**src/rtl/spi_ram_slave_p.sv**
```systemverilog
// Serial command slave with an integrated single-port RAM; 2-bit opcode then an address or data payload.
// Optional build macro SPI_AUTO_INC_EN: pointers post-increment (wrapping) after each in-range data access.
module spi_ram_slave_p #(
  parameter int ADDR_W = 8,
  parameter int DATA_W = 8,
  parameter int DEPTH  = 256
) (
  input  logic              clk,
  input  logic              rst_n,
  input  logic              SS_n,
  input  logic              MOSI,
  output logic              MISO,
  output logic [DATA_W-1:0] rx_data,
  output logic              rx_valid,
  output logic              addr_err,
  output logic              busy
);
  // state  | meaning
  // IDLE   | no frame; next low-SS_n edge samples opcode bit1
  // CMD    | samples opcode bit0 and branches
  // ADDR   | shifting in an address payload (WR_ADDR / RD_ADDR)
  // WDATA  | shifting in a data payload (WR_DATA)
  // RLOAD  | one edge: fetch RAM[rd_ptr], present its MSB on MISO
  // RSHIFT | present the remaining bits MSB first, then one idle edge
  // DONE   | frame complete; ignore MOSI until SS_n rises
  localparam logic [2:0] S_IDLE   = 3'd0;
  localparam logic [2:0] S_CMD    = 3'd1;
  localparam logic [2:0] S_ADDR   = 3'd2;
  localparam logic [2:0] S_WDATA  = 3'd3;
  localparam logic [2:0] S_RLOAD  = 3'd4;
  localparam logic [2:0] S_RSHIFT = 3'd5;
  localparam logic [2:0] S_DONE   = 3'd6;

  localparam int SW = (ADDR_W > DATA_W) ? ADDR_W : DATA_W;
  localparam int CW = $clog2(SW + 1);
  localparam int IW = (DEPTH > 1) ? $clog2(DEPTH) : 1;
  localparam logic [ADDR_W:0] DEPTH_L = (ADDR_W + 1)'(DEPTH);

  logic [2:0]        state;
  logic              op_hi;
  logic [CW-1:0]     cnt;
  logic [SW-2:0]     sh;
  logic [SW-1:0]     sh_nxt;
  logic [DATA_W-2:0] rd_sh;
  logic [ADDR_W-1:0] wr_ptr;
  logic [ADDR_W-1:0] rd_ptr;
  logic [DATA_W-1:0] mem [DEPTH];
  logic [DATA_W-1:0] rdata;
  logic [ADDR_W-1:0] last_addr;
  logic [DATA_W-1:0] last_data;
  logic              wr_ok;
  logic              rd_ok;
  logic              last_bit;
  logic              wr_fire;

  function automatic logic in_range(input logic [ADDR_W-1:0] p);
    return {1'b0, p} < DEPTH_L;
  endfunction

  function automatic logic [ADDR_W-1:0] ptr_inc(input logic [ADDR_W-1:0] p);
    return ({1'b0, p} == DEPTH_L - 1'b1) ? '0 : p + ADDR_W'(1);
  endfunction

  assign sh_nxt    = {sh, MOSI};
  assign last_addr = sh_nxt[ADDR_W-1:0];
  assign last_data = sh_nxt[DATA_W-1:0];
  assign wr_ok     = in_range(wr_ptr);
  assign rd_ok     = in_range(rd_ptr);
  assign rdata     = rd_ok ? mem[rd_ptr[IW-1:0]] : '0;
  assign last_bit  = (cnt == '0);
  assign wr_fire   = !SS_n && (state == S_WDATA) && last_bit && wr_ok;
  assign busy      = (state != S_IDLE);

  // RAM contents are deliberately left out of reset
  always_ff @(posedge clk) begin
    if (wr_fire) mem[wr_ptr[IW-1:0]] <= last_data;
  end

  always_ff @(posedge clk or negedge rst_n) begin
    if (!rst_n) begin
      state    <= S_IDLE;
      op_hi    <= 1'b0;
      cnt      <= '0;
      sh       <= '0;
      rd_sh    <= '0;
      wr_ptr   <= '0;
      rd_ptr   <= '0;
      MISO     <= 1'b0;
      rx_data  <= '0;
      rx_valid <= 1'b0;
      addr_err <= 1'b0;
    end else begin
      rx_valid <= 1'b0;
      addr_err <= 1'b0;
      if (SS_n) begin
        state <= S_IDLE;
        MISO  <= 1'b0;
      end else begin
        case (state)
          S_IDLE: begin
            op_hi <= MOSI;
            MISO  <= 1'b0;
            state <= S_CMD;
          end
          S_CMD: begin
            case ({op_hi, MOSI})
              2'b01: begin
                cnt   <= CW'(DATA_W - 1);
                state <= S_WDATA;
              end
              2'b11: state <= S_RLOAD;
              default: begin
                cnt   <= CW'(ADDR_W - 1);
                state <= S_ADDR;
              end
            endcase
          end
          S_ADDR: begin
            sh  <= sh_nxt[SW-2:0];
            cnt <= cnt - 1'b1;
            if (last_bit) begin
              state <= S_DONE;
              if (in_range(last_addr)) begin
                if (op_hi) rd_ptr <= last_addr;
                else       wr_ptr <= last_addr;
              end else begin
                addr_err <= 1'b1;
              end
            end
          end
          S_WDATA: begin
            sh  <= sh_nxt[SW-2:0];
            cnt <= cnt - 1'b1;
            if (last_bit) begin
              state <= S_DONE;
              if (wr_ok) begin
                rx_data  <= last_data;
                rx_valid <= 1'b1;
`ifdef SPI_AUTO_INC_EN
                wr_ptr   <= ptr_inc(wr_ptr);
`endif
              end else begin
                addr_err <= 1'b1;
              end
            end
          end
          S_RLOAD: begin
            rd_sh    <= rdata[DATA_W-2:0];
            MISO     <= rdata[DATA_W-1];
            cnt      <= CW'(DATA_W - 1);
            addr_err <= !rd_ok;
            state    <= S_RSHIFT;
          end
          S_RSHIFT: begin
            if (!last_bit) begin
              MISO  <= rd_sh[DATA_W-2];
              rd_sh <= rd_sh << 1;
              cnt   <= cnt - 1'b1;
            end else begin
              MISO  <= 1'b0;
              state <= S_DONE;
`ifdef SPI_AUTO_INC_EN
              if (rd_ok) rd_ptr <= ptr_inc(rd_ptr);
`endif
            end
          end
          S_DONE:  MISO  <= 1'b0;
          default: state <= S_IDLE;
        endcase
      end
    end
  end

`ifndef SPI_AUTO_INC_EN
  logic unused_inc;
  assign unused_inc = ^ptr_inc(wr_ptr);
`endif

endmodule

```
**config.mk**
```make
export PLATFORM = sky130hd
export DESIGN_NAME = spi_ram_slave_p
export DESIGN_NICKNAME = d
export VERILOG_FILES = /design/src/rtl/spi_ram_slave_p.sv
export SDC_FILE = /design/constraint.sdc
export NUM_CORES = 2
export LEC_CHECK = 0
export BUFFER_PORTS_ARGS = -buffer_cell sky130_fd_sc_hd__buf_2
export CAP_MARGIN = 20
export CORE_MARGIN = 8
export CORE_UTILIZATION = 40
export CTS_BUF_LIST = sky130_fd_sc_hd__clkbuf_8
export CTS_CLUSTER_SIZE = 28
export DETAILED_ROUTE_END_ITERATION = 8
export MAX_ROUTING_LAYER = met4
export PLACE_DENSITY_LB_ADDON = 0.05
export REMOVE_ABC_BUFFERS = 1
export SLEW_MARGIN = 20
export SYNTH_ARGS = -nofsm -noshare
export SYNTH_HDL_FRONTEND = slang
export SYNTH_SLANG_ARGS = --single-unit
```
**constraint.sdc**
```tcl
create_clock -name clk -period 3.7 [get_ports clk]
set_input_delay 0.555 -clock clk [delete_from_list [all_inputs] [get_ports clk]]
set_output_delay 0.555 -clock clk [all_outputs]
set_load 0.01 [all_outputs]
```
==> impl_metrics.yaml <==
clock_network:
  post_cts_buffers: 0
  numCtsBuffers: 373
  cts_buffer_depth: 4
  root_buffer: "clkbuf_8"
  clk_pin_slew_ps: 70
  cts_tree: "yes"
  clkSinkCount: 2096
  clk_latency_ps: 1060
  htreeDepth: 5
placed_design:
  placedCellCount: 6951
  dp_hpwl_um: 166700
  port_buffers: 14
  pre_cts_ws_ps: -192.5
  gp_routability_congestion: 0.8314
setup_path:
  cp.required_ps: 4660
  slowest_delay_ps: 780
  cp_top_family: "compound AO/OA/AOI/OAI gates"
  path_max_fanout: 23
  crit_path_end_kind: "flop"
  path_cells: "buf_12 -> buf_12 -> buf_4 -> mux4_2 -> mux2i_1 -> a22oi_1 -> a311oi_1 -> buf_4 -> o21ai_0 -> a31o_1"
  start_kind: "flop"
  crit_slowest_cell: "a311oi_1"
  crit_arrival_ps: 4630
  crit_type: "flop to flop"
  worst-path-buf-inv: 4
global_routing:
  gr-usage-all-layers_pct: 24.26
  antenna_found_initial: 15
  grt_pass1_wl_um: 359900
  grt_pass1_vias: 44100
  grt_overflow_total: 0
  grt_max_degree: 138
synthesis:
  ys.flop_type: "edfxtp_1"
  synth_edf_count: 2048
  syn_area_um2: 81710
  synth_top_area_cell: "edfxtp_1"
  async_flop_share_pct: 2.290
  ys_types: 69
  syn_inst: 3926
  synth_top_area_share_pct: 75.27
  synth-seq-cells: 2096
  synth-seq-area-share_pct: 76.74
  ys_warn_count: 0
  avgSynthCellArea_um2: 20.81
  synth_area_leaders: "edfxtp_1 (75%), mux4_2 (14%), nor2_1 (1.5%)"
worst_hold_path:
  hp-class: "primary input to async pin"
cells_and_area:
  final_common_cell: "edfxtp_1"
  fin_util_pct: 46.86
  nFillCells: 17290
  final_cell_mix: "edfxtp_1 (2048), buf_4 (502), mux4_2 (500)"
  fin_nets: 4647
  drive_gt1_share_pct: 32.55
  final_cells: 7614
  area_growth_pct: 16.85
sta:
  maxSlewViolCount: 0
  finalWorstSetupSlack_ps: 32.43
  rsz0062_at_grt: "no"
  slew_headroom_pct: 30.56
  min_period_over_period_pct: 99.12
  period_needed_ps: 3668
  hold_violations: 0
  setup-violations-final: 0
  clock_skew_ps: 81.77
  worstMarginPinSlew_ps: 1038
  timing.fmax_mhz: 272.7
  setup_tns_ps: 0
drt:
  first_pass_iters: 6
  vias: 43460
  wl_per_cell_um: 34.18
  drtIter0Drc: 4558
  drc: 0
  detail-route-antenna-nets: 0
  drt_wl_total_um: 260300
  via_per_inst: 5.707
power:
  p_seq_share_pct: 56.4
  power_density_nw_per_um2: 549.8
  p_leak_nw: 30.83
  combPwrFrac_pct: 6.0
  p_sw_share_pct: 24.67
  ir_drop_uv: 359.6
  power_frac_clock_pct: 37.6
  p_int_mw: 39.54
  switchingPower_mw: 12.95
  power.total_mw: 52.49
outcome:
  status: "finished, final reports clean"
floorplan:
  io_pins: 16
  start_util_pct: 40.10
  die_y_um: 468.0
  rows: 166
  die_w_um: 468.0
  core_um2: 203800
  die-area_um2: 219000
flow_run:
  max_cap_violations: 0
final cells by class:
type | instances | area [um^2] | share of cell area (%)
clock buffer | 386 | 5313 | 5.564
tap | 2688 | 3363 | 3.522
sequential | 2096 | 62750 | 65.72
timing repair buffer | 573 | 4975 | 5.210
antenna | 5 | 12.51 | 0.01310
clock inverter | 269 | 1331 | 1.394
inverter | 8 | 35.03 | 0.03669
multi-input combinational | 1589 | 17700 | 18.54
power groups by stage:
stage | Sequential (mW) | Combinational [mW] | Clock [mW]
2_1_floorplan | 31.2 | 0.347 | 0
3_3_place_gp | 30.1 | 3.18 | 0
3_5_place_dp | 30.1 | 3.25 | 0
4_1_cts | 29.6 | 3.26 | 20.3
5_1_grt | 29.6 | 3.43 | 21.2
6_report | 29.6 | 3.14 | 19.8
metal layers:
layer	vias to the layer above	wire [um]	global-route usage, %
met3	384	15740	4.433
li1	17820	-	-
met1	23680	114300	33.50
met4	0	6481	6.353
met2	1571	123800	37.54
met5	-	0	-
sequential cells by signal, indices dropped and copies added, names as in the netlist:
register	cells
rd_sh	7
mem	2048
MISO	1
sh	7
state	3
wr_ptr	8
rx_data	8
rd_ptr	8
op_hi	1
cnt	4
rx_valid	1
cells in the mapped netlist, drive strengths merged, types with 11 or more instances:
cell     count
a2111oi     12
a21oi       60
a22oi       44
a311oi      11
a31oi       20
buf        152
clkbuf      81
dfrtp       48
edfxtp    2048
mux2        38
mux2i       93
mux4       500
nand2      127
nand2b      14
nand3       40
nand4       15
nor2       322
nor2b       27
nor3        30
o21ai       28
o221ai      21
o22ai       66
or3         20
stage by stage:
| step | cell area, um^2 | hold WS (ps) |
|---|---|---|
| after CTS | 95470 | 68.60 |
| after global placement | 88790 | 484.6 |
| after global routing | 95480 | 158.2 |
| final | 95480 | 156.6 |
| after floorplan | 80370 | 259.4 |
| after detailed placement | 88790 | 489.7 |
worst paths after layout:
path | startpoint | endpoint | slack (ps) | depth (start not counted)
setup reg to reg | rd_ptr[1] | rd_sh[6] | 30 | 10
hold reg to reg | rx_data[7] | rx_data[7] | 500 | 1
setup / recovery | rd_ptr[1] | rd_sh[6] | 30 | 10
hold / removal | rst_n | sh[3] | 160 | 2
max in group asynchronous | rst_n | rd_ptr[1] | 2760 | 2
min in group clk | SS_n | state[2] | 480 | 3
logic make-up (layout without fill, tap and decap cells):
family	after synthesis	in the layout	share of synthesized area, %
compound gates	317	317	2.660
fa+ha+maj	2	2	0.03062
buf+inv	241	1236	1.674
flops	2096	2096	76.74
mux	631	631	15.44
other cells	1	6	0.004589
simple gates	638	638	3.450
timing repair:
item	in CTS	in global routing
resized for setup	1	0
hold endpoints to repair	92	0
setup endpoints to repair	1	0
hold buffers	3	0
Note: power is estimated with default switching activity, not from simulation.
